===== src/rtl/demux1_4_wrbank_pkg.sv =====
// Shared lane/counter widths and types for the 1:4 write-distribution bank.
package demux_pkg;
  localparam int NUM_LANES = 4;
  localparam int SEL_W     = 2;
  localparam int CNT_W     = 8;

  typedef logic [SEL_W-1:0] lane_sel_t;
  typedef logic [CNT_W-1:0] cnt_t;
endpackage


===== src/rtl/demux1_4_wrbank_dec.sv =====
// decoder2_4: combinational 2-to-4 one-hot decoder with enable; all zeros when disabled.
module decoder2_4
  import demux_pkg::*;
(
  input  logic                 en,
  input  lane_sel_t            sel,
  output logic [NUM_LANES-1:0] oh
);

  // One-hot decode of the lane select, gated by the enable
  always_comb begin
    oh = 4'b0000;
    if (en) begin
      case (sel)
        2'd0:    oh = 4'b0001;
        2'd1:    oh = 4'b0010;
        2'd2:    oh = 4'b0100;
        2'd3:    oh = 4'b1000;
        default: oh = 4'b0000;
      endcase
    end else begin
      oh = 4'b0000;
    end
  end

endmodule


===== src/rtl/demux1_4_wrbank.sv =====
// demux1_4_wrbank: two-stage 1:4 write distributor into four lane registers with
// per-lane valid flags and saturating commit counters. Optional WRBANK_PARITY_EN.
module demux1_4_wrbank
  import demux_pkg::*;
#(
  parameter int WIDTH   = 64,
  parameter int SAT_MAX = 255
) (
  input  logic                         clk,
  input  logic                         reset,
  input  logic                         wr_en,
  input  logic [SEL_W-1:0]             wr_sel,
  input  logic [WIDTH-1:0]             wr_data,
  input  logic                         clr_en,
  input  logic [SEL_W-1:0]             clr_sel,
  output logic [NUM_LANES*WIDTH-1:0]   q,
  output logic [NUM_LANES-1:0]         lane_valid,
  output logic                         pend_valid,
  output logic [SEL_W-1:0]             pend_sel,
  output logic [WIDTH-1:0]             pend_data,
  output logic [NUM_LANES*CNT_W-1:0]   wr_cnt
`ifdef WRBANK_PARITY_EN
  ,
  output logic [NUM_LANES-1:0]         par_err
`endif
);

  localparam cnt_t SAT_LIM = cnt_t'(SAT_MAX);

  logic                             pend_valid_q, pend_valid_d;
  lane_sel_t                        pend_sel_q, pend_sel_d;
  logic [WIDTH-1:0]                 pend_data_q, pend_data_d;
  logic [NUM_LANES-1:0][WIDTH-1:0]  q_q, q_d;
  logic [NUM_LANES-1:0]             valid_q, valid_d;
  cnt_t [NUM_LANES-1:0]             cnt_q, cnt_d;
  logic [NUM_LANES-1:0]             commit_oh_s, clr_oh_s;

`ifdef WRBANK_PARITY_EN
  logic [NUM_LANES-1:0]             par_q, par_d;
  logic [NUM_LANES-1:0]             par_err_q, par_err_d;

  function automatic logic even_par(input logic [WIDTH-1:0] d);
    return ^d;
  endfunction
`endif

  decoder2_4 u_commit_dec (.en(pend_valid_q), .sel(pend_sel_q), .oh(commit_oh_s));
  decoder2_4 u_clear_dec  (.en(clr_en),       .sel(clr_sel),    .oh(clr_oh_s));

  // Next-state: stage-1 capture, stage-2 commit; a clear beats a commit on the same lane
  always_comb begin
    pend_valid_d = wr_en;
    if (wr_en) begin
      pend_sel_d  = wr_sel;
      pend_data_d = wr_data;
    end else begin
      pend_sel_d  = pend_sel_q;
      pend_data_d = pend_data_q;
    end
    q_d     = q_q;
    valid_d = valid_q;
    cnt_d   = cnt_q;
`ifdef WRBANK_PARITY_EN
    par_d = par_q;
    for (int i = 0; i < NUM_LANES; i++) begin
      par_err_d[i] = ^{q_q[i], par_q[i]};
    end
`endif
    for (int i = 0; i < NUM_LANES; i++) begin
      if (clr_oh_s[i]) begin
        q_d[i]     = {WIDTH{1'b0}};
        valid_d[i] = 1'b0;
`ifdef WRBANK_PARITY_EN
        par_d[i]   = 1'b0;
`endif
      end else if (commit_oh_s[i]) begin
        q_d[i]     = pend_data_q;
        valid_d[i] = 1'b1;
`ifdef WRBANK_PARITY_EN
        par_d[i]   = even_par(pend_data_q);
`endif
        if (cnt_q[i] < SAT_LIM) begin
          cnt_d[i] = cnt_q[i] + 8'd1;
        end else begin
          cnt_d[i] = cnt_q[i];
        end
      end else begin
        q_d[i] = q_q[i];
      end
    end
  end

  // State registers; reset discards any pending write
  always_ff @(posedge clk) begin
    if (reset) begin
      pend_valid_q <= 1'b0;
      pend_sel_q   <= 2'd0;
      pend_data_q  <= {WIDTH{1'b0}};
      q_q          <= {(NUM_LANES*WIDTH){1'b0}};
      valid_q      <= 4'b0000;
      cnt_q        <= {(NUM_LANES*CNT_W){1'b0}};
`ifdef WRBANK_PARITY_EN
      par_q        <= 4'b0000;
      par_err_q    <= 4'b0000;
`endif
    end else begin
      pend_valid_q <= pend_valid_d;
      pend_sel_q   <= pend_sel_d;
      pend_data_q  <= pend_data_d;
      q_q          <= q_d;
      valid_q      <= valid_d;
      cnt_q        <= cnt_d;
`ifdef WRBANK_PARITY_EN
      par_q        <= par_d;
      par_err_q    <= par_err_d;
`endif
    end
  end

  assign q          = q_q;
  assign lane_valid = valid_q;
  assign pend_valid = pend_valid_q;
  assign pend_sel   = pend_sel_q;
  assign pend_data  = pend_data_q;
  assign wr_cnt     = cnt_q;
`ifdef WRBANK_PARITY_EN
  assign par_err    = par_err_q;
`endif

endmodule


===== config.mk =====
export PLATFORM = sky130hd
export DESIGN_NAME = demux1_4_wrbank
export DESIGN_NICKNAME = d
export VERILOG_FILES = /design/src/rtl/demux1_4_wrbank_pkg.sv /design/src/rtl/demux1_4_wrbank_dec.sv /design/src/rtl/demux1_4_wrbank.sv
export SDC_FILE = /design/constraint.sdc
export NUM_CORES = 1
export LEC_CHECK = 0
export CORE_AREA = 2 2 170 172
export CTS_BUF_LIST = sky130_fd_sc_hd__clkbuf_16
export DETAILED_ROUTE_END_ITERATION = 12
export DIE_AREA = 0 0 172 174
export PLACE_DENSITY_LB_ADDON = 0.12
export SLEW_MARGIN = 20
export SYNTH_ARGS = -nofsm -noshare
export SYNTH_HDL_FRONTEND = slang
export SYNTH_SLANG_ARGS = --single-unit

===== constraint.sdc =====
create_clock -name clk -period 4.8 [get_ports clk]
set_input_delay 1.44 -clock clk [delete_from_list [all_inputs] [get_ports clk]]
set_output_delay 1.44 -clock clk [all_outputs]
set_load 0.005 [all_outputs]

# After elaboration in Yosys (flattened, before gate mapping)
# Index checks and enable logic that the tools add are counted.
# totals
register_bits,359
output_inout_bits,359
# classes
add_sub_neg,4
magnitude_cmp,4
eq_ne,6
mux,4
bitwise,4
reduce_logical,10
# op_table
operator,count
"8-bit by 1-bit adder with 8-bit output, second input constant",4
"8-bit less-than comparator, second input constant",4
4-bit case mux with 4 select lines,2
3-bit AND reduction,4
"2-bit equality test, second input constant",4
4-bit two-way mux,2
2-bit OR reduction,4
"2-bit by 1-bit equality test with 1-bit output, second input constant",2
2-bit logical NOT,2
1-bit inverter,4

# Longest topological paths before layout
# Gate-level depths: netlist of the first run.
# logic_depth
depth_word,5
mapped_depth,6
ltp_nobuf,5

# Modules after synthesis
# Synthesis of the first run repeated with hierarchy kept, for this count alone.
# unflattened
cells_unflattened,1238
hier_area_um2,12967.4
# modules_own_cells
module,n_inst,cells_each,area_each_um2,seq_area_each_um2
demux1_4_wrbank,1,1230,12892.4,7186.9
decoder2_4,2,4,37.5,0.0

# Worst setup path after synthesis of the first run
# No wires, ideal clock.
# synth_timing
path_type,input-to-reg
start,input port reset
end,register q_q (netlist bit q[132])
arrival_time_ps,2505
required_time_ps,4668
slack_ps,2163
path_stages,6
n_path_buf,3
cell_sequence,clkbuf_1 clkinv_1 nand2_1 clkbuf_1 buf_1 a21oi_1
# synth_between
elab_chain_len,1
# synth_lines
item,line,text
"start, declared",demux1_4_wrbank.sv:10,"input logic reset,"
2-bit OR reduction (no source line),--,
"end signal, assigned",demux1_4_wrbank.sv:99,q_q <= {(NUM_LANES*WIDTH){1'b0}};
"end signal, assigned",demux1_4_wrbank.sv:110,q_q <= q_d;
"end, declared",demux1_4_wrbank.sv:33,"logic [NUM_LANES-1:0][WIDTH-1:0] q_q, q_d;"
# No other way between the ends.
# A chain may end at the register's enable or synchronous reset.

# Worst setup path in the final report of the first run
# layout_timing
start,input port clr_en
end,"register valid_q[0], in the netlist lane_valid[0]"
# layout_between
elab_chain_len,2
# layout_lines
item,line,text
"start, declared",demux1_4_wrbank.sv:14,"input logic clr_en,"
4-bit two-way mux,demux1_4_wrbank_dec.sv:13,if (en) begin
2-bit OR reduction (no source line),--,
"end signal, assigned",demux1_4_wrbank.sv:111,valid_q <= valid_d;
"end, declared",demux1_4_wrbank.sv:34,"logic [NUM_LANES-1:0] valid_q, valid_d;"
# No other way between the ends.

==> results.md, run 1 <==
* Insertion delay of the later-clocked pin in the worst-skew pair at 510 ps
* Worst hold-check path type: reg -> reg
* Crit. End Element: flip-flop
* Accumulated negative setup slack at 0 ps
* Wirelength per Cell at 18.8 µm
* Die width at 172 µm
* Core outline area at 28200 µm²
* Effective utilization at floorplan at 45.1%
* Min Clock Period, post-route at 3130 ps
* Setup violation total in the final timing report at 0
* Number of cells in the finished layout apart from fillers at 2324
* Top FF cell, synth: dfxtp_1
* Number of nets at the end of the flow at 1983
* Setup crit start kind: input pin
* Remaining design rule violation count at 0
* Top-area cell type share of the netlist area at between 50% and 60%
* Setup bufs post-CTS at 0
* Final WL at 43600 µm
* Share of layout cells above drive strength 1 at roughly 4.2%
* Destination of the worst register-to-register timing path: q[77]
* Number of hold violations in the final report at 0
* Unrepaired setup endpoints after global routing: false
* Leak at between 6 and 7 nW
* Area contributors post-synth: dfxtp_1 (56%), nand2_1 (15%), a21oi_1 (10%)
* First-pass GRT wire length at 65100 µm
* Cell count of the worst reg-to-reg path at 4
* Largest net degree at the start of global routing at 95
* Port-buffer cells at 430
* Signed area change from the synthesized netlist to the final layout at 45.0%
* DIE HEIGHT at about 170 µm
* H-Tree Level Count at 2
* Total congestion overflow at 0
* Mean cell area of the mapped netlist at 8.34 µm²
* Remaining antenna violation count at 0
* Synthesized-area fraction occupied by ao, oa, aoi and oai cells at between 10% and 20%
* Hold Path Stages at 2
* Number of buffers inserted during clock tree synthesis at 38
* Clock skew after layout at 7.71 ps
* Cells resized by post-CTS repair at 0
* Largest family of logic cells by synthesized area: simple AND/OR/NAND/NOR gates
* Area post-placement at 17300 µm²
* Worst rel slew slack at 37.9%
* Xor and xnor fraction of the mapped netlist area at 0.344%
* Reg-to-reg critical path startpoint: pend_sel[1]
* P per Cell Area at 340 nW/µm²
* Seq/Total Area, Yosys at 56.4%
* Netlist cell types at 40
* Max-slew violation count at 0
* Area of all placed cells without fillers at about 18000 µm²
* Fraction of the cycle the final worst path needs at ~65%
* Area of the die at ~30000 µm²
* Max cap viols at 0
* Share of synthesized area spent on multiplexers at 5.58%
* Proportion of synthesized flip-flops having asynchronous set or reset at 0%
* Initial antenna violation count at 3
* Post-synth top area cell: dfxtp_1
* Number of fill cells at 2397
* Global Route Usage Sum at 27.9%
* Reg-to-reg slack, setup at 2470 ps
* Hold buffer count at cts at 0
* Total area of sequential cells at 7190 µm²
* Clock Sink Count at 359
* Synth Area in Simple Gates at between 20% and 30%
* TritonRoute pass-1 iters at 5
* DPL Wire Length at 28400 µm
* Number of synthesis warnings at 0
* Top-level I/O count at 431
* Run status: finished, final reports clean
* Maximum clock insertion buffer count at 3
* Post-synth EDFFs at 0
* Post-synthesis adder-cell area fraction at less than 1%
* Routed via count divided by cell count at ~5.2
* Hold WS at 452 ps
* Clock slew seen by the registers of the worst setup and hold paths at approximately 60 ps
* Total of flip-flops plus latches after synthesis at 359
* Placer's final routability congestion estimate at 0.829
* Fmax at 320 MHz
* Synth Cell Area at 12700 µm²
* Gate count of the mapped netlist at 1526
* Vias after detailed routing at 12100
* Net count after synthesis at 1602
* Max Fanout on Critical Path at 35
* Arrival time at the worst endpoint at around 3500 ps
* Destination of the worst hold path: q[85]
* Placed Cells incl. Taps at about 2300
* Worst Tran Pin Value at 932 ps
* Cell row count at 62
* Max IR drop VDD at around 0.00023 V
* Area used by multi-input combinational logic at 5140 µm²
* Count of routing violations after the opening detailed-route iteration at 756
* Launch point of the worst hold path: q[85]
* Root buf cell: clkbuf_16
* Vias in the first global route at 11200
* Worst Path Required at 5200 ps
* Critical path start-end classification: in -> reg
* Clock tree from TritonCTS: built
## power by group
part | internal [mW] | total, mW | switching, mW | leakage [nW]
Combinational | 0.198 | 0.405 | 0.207 | 2.93
Sequential | 3.03 | 3.11 | 0.0813 | 2.91
Clock | 1.59 | 2.76 | 1.17 | 0.624
Total | 4.82 | 6.28 | 1.46 | 6.46
## cells in the final DEF (no fill, tap or decap), types with 3 or more instances in the layout
cell and instances:
nand2_1 520, clkdlybuf4s50_1 428, dfxtp_1 359, a21oi_1 267, nor2_1 88, mux2i_1 71
clkbuf_16 41, nand3_1 19, inv_1 15, buf_4 13, clkinv_2 9, clkinv_1 8
o21ai_0 8, a31oi_1 7, nand4_1 6, and3_1 5, nor3_1 5, or3_1 5
xor2_1 5, a311oi_1 4, nand2_2 4, nand3b_1 4, ha_1 4, diode_2 3
nor4_1 3, o211ai_1 3, a211oi_1 3, buf_12 3
## state kept, by name (all words and copies together) (netlist names)
register and count:
q 256, pend_data 64, lane_valid 4, wr_cnt 32, pend_valid 1, pend_sel 2
## metal layers
| metal | track usage, % | share of wire [%] | vias to the layer above |
|---|---|---|---|
| met5 | 0 | 0 | - |
| met4 | 12.7 | 4.6 | 0 |
| met3 | 8.63 | 9.7 | 102 |
| met2 | 45.5 | 47 | 506 |
| met1 | 33.7 | 39 | 5689 |
| li1 | - | - | 5811 |
## critical path, stage by stage
cell and delay [ps]:
clkdlybuf4s50_1 560, or3b_2 570, nand2_2 560, buf_12 280
nor2_1 70
## final cells by class
type	instances	share of cell area, %
Antenna cell	3	0.0407
Sequential cell	359	38.9
Clock inverter	29	0.813
Clock buffer	41	5.56
Multi-Input combinational cell	1058	27.9
Timing Repair Buffer	445	24.1
Inverter	5	0.102
Tap cell	384	2.60
## worst max-delay path by stage
stage / from / endpoint / cells past startpoint
2_1_floorplan: reset / q[132] / 6
3_3_place_gp: clr_en / lane_valid[0] / 5
3_5_place_dp: clr_en / lane_valid[0] / 5
4_1_cts: clr_en / lane_valid[0] / 5
5_1_grt: clr_en / q[34] / 5
6_report: clr_en / lane_valid[0] / 5
## synthesized netlist by cell type (all sizes together), types with 2 or more instances
master,n
nand2,524
dfxtp,359
a21oi,267
nor2,88
mux2i,71
clkbuf,55
buf,49
nand3,20
o21ai,8
a31oi,7
and3,6
nand4,6
nor3,5
or3,5
xor2,5
a311oi,4
and3b,4
ha,4
inv,4
nand3b,4
o211ai,4
a211oi,3
nor3b,3
nor4,3
a41o,2
and4,2
o211a,2
o21a,2
o31ai,2
or3b,2
## metrics by stage
stage / util [%] / power (mW) / setup slack (ps)
floorplan: - / 3.32 / 2160
global placement: 61.2 / 3.58 / 1160
detailed placement: 61.2 / 3.59 / 1130
CTS: 65.4 / 6.33 / 1660
global route: 65.4 / 6.48 / 1580
finish: 65.4 / 6.28 / 1670
## kinds of logic (layout without fill, tap and decap cells)
kind of cell	after synthesis	after routing
simple gates	675	675
buf+inv	109	520
other cells	0	3
compound gates	303	303
flops	359	359
mux	71	71
fa+ha+maj	4	4
xor+xnor	5	5
(Power assumes the default switching activity.)
==> run 2, diff against run 1 <==
- CORE_AREA: 2 2 170 172 -> not set
- CORE_ASPECT_RATIO: not set -> 1.25
- CORE_MARGIN: not set -> 2
- CORE_UTILIZATION: not set -> 45
- DIE_AREA: 0 0 172 174 -> not set
- clock period: 4.8 -> 3.1 ns (I/O delays scaled with it)
==> run 2 against run 1 <==
  * Core utilization up 1.1 points
  * Largest cell class unchanged
  * Die area down 0.87%
  * Sequential share of layout area up 0.066 points
  * Register-to-register slack worse by 1300 ps
  * Final cell count down 1.5%
  * Flip-flop and latch count unchanged
  * Wire length up 0.41%
  * Highest routed layer unchanged
  * Clock skew up 4.1 ps
  * Via count down 0.30%
  * Global-route usage up 0.57 points
  * First-iteration DRC count down 20%
==> results.md, run 2 (synthesized netlist as in run 1, its figures left out) <==
* Hold Path Stages at 2
* Cell count of the worst reg-to-reg path at 4
* Largest register FFs at 256
* Clock slew seen by the registers of the worst setup and hold paths at 60 ps
* Vias in the first global route at roughly 11000
* Hold buffer count at cts at 0
* Worst path depth at 1
* Total congestion overflow at 0
* Routed via count divided by cell count at 5.27
* Area of the die at 29700 µm²
* Count of routing violations after the opening detailed-route iteration at 603
* Number of cells in the finished layout apart from fillers at 2290
* Core occupancy in the finished layout at 66.5%
* Core outline area at 27700 µm²
* Reg-to-reg slack, setup at 1130 ps
* Top-level I/O count at 431
* Total power at 9.51 mW
* Effective utilization at floorplan at 45.9%
* Max-slew violation count at 0
* Setup violation total in the final timing report at 0
* Worst rel slew slack at 44.8%
* Number of nets at the end of the flow at 1993
* Area used by multi-input combinational logic at 5140 µm²
* Critical path start-end classification: reg -> out
* Cell type group with the largest total delay on the critical path: buffers and inverters
* Worst Path Required at 2170 ps
* Initial antenna violation count at 2
* Commonest cells after routing, fill and taps aside: nand2_1 (520), clkdlybuf4s50_1 (428), dfxtp_1 (359)
* Crit. End Element: output pin
* Final WL at 43800 µm
* Share of layout cells above drive strength 1 at 4.39%
* Reg-to-reg critical path startpoint: pend_valid
* Worst setup margin at 500 ps
* Run status: finished, final reports clean
* Unrepaired setup endpoints after global routing: false
* Die width at 154 µm
* Destination of the worst hold path: q[212]
* Setup bufs post-CTS at 0
* Clock tree from TritonCTS: built
* Worst setup slack before clock tree synthesis at between 400 and 500 ps
* CP max stage delay at 610 ps
* TritonRoute pass-1 iters at 5
* Insertion delay of the later-clocked pin in the worst-skew pair at 500 ps
* Cells resized by post-CTS repair at 0
* Signed area change from the synthesized netlist to the final layout at 44.8%
* Number of fill cells at 2344
* Vias after detailed routing at 12100
* Root buf cell: clkbuf_16
* Arrival time at the worst endpoint at 1670 ps
* P per Cell Area at 516 nW/µm²
* Wirelength per Cell at 19.1 µm
* Max IR drop VDD at between 0.0003 and 0.0004 V
* Clock skew after layout at 11.8 ps
* Global Route Usage Sum at between 20% and 30%
* Total area of sequential cells at 7190 µm²
* Leak at 6.45 nW
* Min Clock Period, post-route at 2600 ps
* Number of hold violations in the final report at 0
* DPL Wire Length at 29400 µm
* Crit-path slowest cell: clkdlybuf4s50_1
* Port-buffer cells at 430
* H-Tree Level Count at 2
* Worst Tran Pin Value at 827 ps
* Worst hold-check path type: reg -> reg
* Setup crit start kind: flip-flop
* Most frequent standard cell in the layout excluding fill and tap cells: nand2_1
* Largest net degree at the start of global routing at 66
* Maximum clock insertion buffer count at 3
* Number of buffers inserted during clock tree synthesis at 36
* Cell row count at between 60 and 70
* Max cap viols at 0
* DIE HEIGHT at 192 µm
* Remaining antenna violation count at 0
* List of cells traversed by the critical path: clkdlybuf4s50_1
* First-pass GRT wire length at 66200 µm
* Accumulated negative setup slack at 0 ps
* Launch point of the worst hold path: q[212]
* Worst path bufs/invs at 1
* Placed Cells incl. Taps at roughly 2200
* Destination of the worst register-to-register timing path: wr_cnt[7]
* Fmax at between 300 and 400 MHz
* Fraction of the cycle the final worst path needs at a little over four fifths
* Clock Sink Count at 359
* Placer's final routability congestion estimate at between 0.8 and 0.9
* Max Fanout on Critical Path at 10
* Remaining design rule violation count at 0
-- run 2: cell count changes in the layout (fill, tap and decap cells not counted), sizes merged, moves of 3 or more --
cell    change
inv         -4
clkinv      -3
buf        +12
clkbuf      -4
-- run 2: power breakdown --
part	leakage [nW]	switching [mW]	internal [mW]
logic	2.99	0.331	0.318
registers	2.91	0.120	4.70
clock network	0.551	1.73	2.31
-- run 2: final cells by class --
class / instances / area share (%)
multi-input cells: 1058 / 27.9
inverters: 5 / 0.102
diodes: 2 / 0.0271
well taps: 350 / 2.38
clock inverters: 22 / 0.760
repair buffers: 457 / 24.8
clock buffers: 37 / 5.02
flip-flops and latches: 359 / 39.0
-- run 2: worst register-to-register path, cell delays in order, from the launching register on --
cell and delay (ps):
dfxtp_1 490, or3b_4 630, nor4b_4 400, a31oi_1 130, a311oi_1 230
-- run 2: worst max path at each step --
| stage | startpoint | to | slack (ps) |
|---|---|---|---|
| finish | pend_sel[1] | pend_sel[1] | 500 |
| floorplan | reset | q[132] | 970 |
| detailed placement | clr_sel[1] | q[15] | 430 |
| global placement | clr_sel[1] | wr_cnt[1] | 470 |
| CTS | pend_sel[1] | pend_sel[1] | 490 |
| global route | pend_sel[1] | pend_sel[1] | 390 |
-- run 2: metal layers --
| layer | track usage, % | up-vias | part of all wire [%] |
|---|---|---|---|
| li1 | - | 5811 | - |
| met1 | 32.3 | 5676 | 38 |
| met2 | 49.8 | 472 | 48 |
| met3 | 8.12 | 113 | 8.4 |
| met4 | 12.9 | 0 | 4.9 |
| met5 | 0 | - | 0 |
-- run 2: through the flow --
step / area [µm²] / hold slack [ps]
after floorplan: 12700 / 453
after global placement: 17400 / 441
after detailed placement: 17400 / 445
final: 18400 / 452
after CTS: 18400 / 453
after global routing: 18400 / 467
==> edit 1: new RTL, config.mk and constraints of run 2 <==
Set the package constant `SEL_W` to 1 (it was 2).
--- a/src/rtl/demux1_4_wrbank_pkg.sv
+++ b/src/rtl/demux1_4_wrbank_pkg.sv
@@ -2,5 +2,5 @@
 package demux_pkg;
   localparam int NUM_LANES = 4;
-  localparam int SEL_W     = 2;
+  localparam int SEL_W     = 1;
   localparam int CNT_W     = 8;
 
Ports: changed (resized clr_sel, pend_sel and wr_sel); port bits go from 431 to 428. The function was not compared with the original's and may differ.
==> edit 1 against run 2 <==
- total power is 36% lower
- sequential share of layout area fell by 3.1 points
- hold slack barely moved
- area after synthesis down 32%
- sequential cell count down 147
- combinational power down 15%
- first-iteration DRC count is 37% lower
- cell area fell by 36%
- setup slack improved by 0.017 ns
- routed wire length down 44%
- global-route usage is 5.8 points lower
- critical path depth is the same
- sequential power is 40% lower
- non-clock buffer count shrank 163
- highest routed layer is now met5
==> edit 1: results (changes against run 2) <==
| Metric | Value |
|---|---|
| LEAKAGE | `4.55 nW (-30%)` |
| CTS clk-pin slew, worst paths | `0.06 ns (about the same)` |
| Final wirelength | `24,400 µm (-44%)` |
| Initial antenna violation count | `4 (+2)` |
| Status | `finished clean` |
| Filler cells | `1,663 (-29%)` |
| Ys async rst share | `0 (unchanged)` |
| DR iter-0 viols | `381 (-37%)` |
| Count of cell types in the netlist | `33 (-18%)` |
| Clk buf depth | `3 (unchanged)` |
| Largest stage delay, worst path | `0.58 ns (-0.03 ns)` |
| Max reg flops | `128 (-50%)` |
| Post-cts gate resize count | `0 (unchanged)` |
| Skew final | `0.00825 ns (-0.00356 ns)` |
| Syn Area/Cell | `8.48 µm² (+1.7%)` |
| Vias/cell | `4.70 (-11%)` |
| Drt pass-1 iters | `4 (-1)` |
| Share of layout cells above drive strength 1 | `0.0443 (+0.000395)` |
| Routed length per instance | `16.0 µm (-16%)` |
| Clk Latency, worst-skew pair | `0.49 ns` |
| Final Wtd Congestion | `0.796 (-4.0%)` |
| Seq/Total Area, Yosys | `0.493 (-0.0715)` |
| Slew @ Worst Pin | `0.638 ns (-0.189 ns)` |
| Worst-path fanout max | `6 (-4)` |
| Postcts setup bufs | `0 (unchanged)` |
| CTS H-Tree Depth | `1 (-1)` |
| Hold Path Class | `reg2reg` |
| HPWL Detailed | `16,800 µm (-43%)` |
| TritonCTS buffer count | `22 (-39%)` |
| Top cells by area, synth | `dfxtp_1, buf_4, nand2_1` |
| Largest net degree at the start of global routing | `66 (unchanged)` |
| Cells after DPL | `1,480 (-34%)` |
| Post-synth top cells | `nand2_1, dfxtp_1, buf_4` |
| Final #Nets | `1,344 (-33%)` |
| GRT Total Usage | `0.227 (-0.0575)` |
| Top Family by Delay on Critical Path | `buffers and inverters` |
| Worst vdd ir | `0.664 mV (+81%)` |
| Count of final max-slew check failures | `0 (unchanged)` |
| Number of buffers added on ports | `281 (-35%)` |
| Worst slack, placed | `0.706 ns (+0.272 ns)` |
| Number of global-route vias before repair | `6,426 (-44%)` |
| First-pass GRT wire length | `36,400 µm (-45%)` |
| Post-DRT Antenna Nets | `0 (unchanged)` |
| Crit path max-delay cell type | `clkdlybuf4s50_1` |
| Worst Path Arrival | `1.65 ns (-0.02 ns)` |
| Ys Warns | `0 (unchanged)` |
| Root buf cell | `clkbuf_16` |
==> edit 1: final timing paths <==
kind,start,to,slack (ns),depth (start not counted)
worst max-delay path,pend_sel,pend_sel,0.52,1
worst min-delay path,q[127],q[127],0.45,2
worst max register to register,pend_sel,wr_cnt[11],1.04,4
worst min register to register,q[127],q[127],0.45,2
==> edit 1: logic make-up after synthesis <==
family / count (synthesis) / synth area share
mux: 69 / 0.0804
buf+inv: 206 / 0.156
simple gates: 374 / 0.172
flops: 212 / 0.493
xor+xnor: 3 / 0.00305
compound gates: 148 / 0.0916
fa+ha+maj: 2 / 0.00291
other cells: 1 / 0.000436
==> edit 1: per-layer routing <==
metal,part of all wire,GRT usage
met1,0.38,0.270
met2,0.50,0.395
met3,0.083,0.0632
met4,0.033,0.0795
met5,0.00053,0
==> edit 1: metrics by stage <==
step,utilization,instance area [µm²]
after floorplan,-,9150
final,0.630,11800
after global routing,0.630,11800
after CTS,0.629,11800
after global placement,0.590,11100
after detailed placement,0.590,11100
==> edit 1: cell type report <==
class / instances / area [µm²] / share of cell area
Tap cell: 232 / 290 / 0.0245
Antenna cell: 3 / 7.51 / 0.000635
Sequential cell: 212 / 4240 / 0.359
Clock buffer: 23 / 576 / 0.0487
Clock inverter: 17 / 160 / 0.0135
Multi-Input combinational cell: 742 / 3580 / 0.303
Timing Repair Buffer: 294 / 2970 / 0.251
==> edit 1: power breakdown <==
part           switching [mW]  total, mW  internal (mW)
clock                    1.10       2.69           1.60
sequential             0.0740       2.87           2.80
combinational           0.274      0.551          0.277
==> edit 2: new RTL, settings of run 2 <==
Without the edit above. Reset style: asynchronous (`reset`), changed in one clocked block.
--- a/src/rtl/demux1_4_wrbank.sv
+++ b/src/rtl/demux1_4_wrbank.sv
@@ -92,5 +92,5 @@
 
   // State registers; reset discards any pending write
-  always_ff @(posedge clk) begin
+  always_ff @(posedge clk or posedge reset) begin
     if (reset) begin
       pend_valid_q <= 1'b0;
Check against the original RTL: not equivalent (Yosys sat finds a counterexample within 4 cycles, from zero or initial values and one cycle with reset high; the reset may be asserted at any time).
==> edit 2 against run 2 <==
- routed wire length fell by 6.3%
- global-route usage fell by 1.8 points
- clock skew is essentially flat
- area after synthesis up 3.8%
- sequential cell count stayed put
- cell area grew 5.3%
- setup slack improved by 0.066 ns
- highest routed layer is now met5
Power is not compared: it rests on default switching activity, and its combinational part moved more than twofold at a synthesized area within 25%.
==> edit 2: results (changes against run 2) <==
| Metric | Value |
|---|---|
| Status | `finished clean` |
| Seq/Total Area, Yosys | `0.680 (+0.115)` |
| Vias/cell | `5.53 (+4.8%)` |
| Largest stage delay, worst path | `0.57 ns (-0.04 ns)` |
| Final Wtd Congestion | `0.835 (+0.58%)` |
| Worst Path Arrival | `1.60 ns (-0.07 ns)` |
| Count of cell types in the netlist | `41 (+2.5%)` |
| Post-Syn Nets | `957 (-40%)` |
| Final #Nets | `1,400 (-30%)` |
| Ys async rst share | `1.00 (+1.00)` |
| Worst slack, placed | `0.363 ns (-0.0707 ns)` |
| Critical path origin | `pend_data[56]` |
| Top cells by area, synth | `dfrtp_1, a22o_1, mux2_2` |
| Drt pass-1 iters | `4 (-1)` |
| Worst-path fanout max | `6 (-4)` |
| Post-synth top cells | `dfrtp_1, a22o_1, mux2_2` |
| Filler cells | `2,174 (-7.3%)` |
| Synth Area in Adders | `0.00379 (-0.000143)` |
| Worst R2R Start | `pend_sel[1]` |
| Hold path depth | `1 (-1)` |
| Hold Path Sink | `q[198]` |
| HPWL Detailed | `27,500 µm (-6.5%)` |
| Synth Area in Compound Gates | `0.175 (+0.0496)` |
| XOR/XNOR Fraction of Synth Area | `0.00862 (+0.00518)` |
| GRT Total Usage | `0.267 (-0.0178)` |
| Slew headroom | `0.614 (+0.165)` |
## edit 2: routing by layer
metal,vias to the layer above,track usage,part of all wire,routed length [µm]
met1,4927,0.344,0.39,16000
met4,2,0.109,0.041,1680
met5,-,0,0.00032,13
li1,4220,-,-,-
met3,88,0.0686,0.082,3370
met2,422,0.431,0.49,20000
## edit 2: cells by family after synthesis
kind of cell	after synthesis
AOI/OAI and AO/OA	268
and+or+nand+nor	90
adders and majority gates	4
muxes	82
xor gates and xnor gates	13
DFF	359
buffers and inverters	65
## edit 2: worst max-delay path by stage
stage                     to  slack [ns]  cells past startpoint
6_report       pend_data[56]        0.57                      1
5_1_grt        pend_data[57]        0.51                      1
4_1_cts        pend_data[57]        0.52                      1
3_5_place_dp      wr_cnt[27]        0.36                      6
3_3_place_gp      wr_cnt[25]        0.40                      5
2_1_floorplan  lane_valid[0]       -2.64                      1
## edit 2: layout make-up
class,count,share of cell area
antenna,3,0.000387
clock buffer,37,0.0477
clock inverter,26,0.0150
inverter,5,0.00116
multi-input combinational,457,0.203
sequential,359,0.463
tap,396,0.0255
timing repair buffer,465,0.244
## edit 2: power breakdown
| group | leakage [nW] | switching (mW) | internal (mW) | total, mW |
|---|---|---|---|---|
| combinational | 3.39 | 1.20 | 2.13 | 3.32 |
| clock | 0.626 | 1.75 | 2.74 | 4.50 |
| sequential | 4.61 | 0.697 | 5.50 | 6.19 |
## edit 2: through the flow
step           hold slack, ns  cell area, µm²  utilization  power (mW)  cells
6_report                0.502           19400        0.668        14.0   1748
5_1_grt                 0.516           19400        0.668        14.6   1748
4_1_cts                 0.507           19400        0.668        14.1   1745
3_5_place_dp            0.490           18200        0.626        9.60   1682
3_3_place_gp            0.487           18200        0.626        9.53   1682
2_1_floorplan           0.489           13200            -        7.27    881
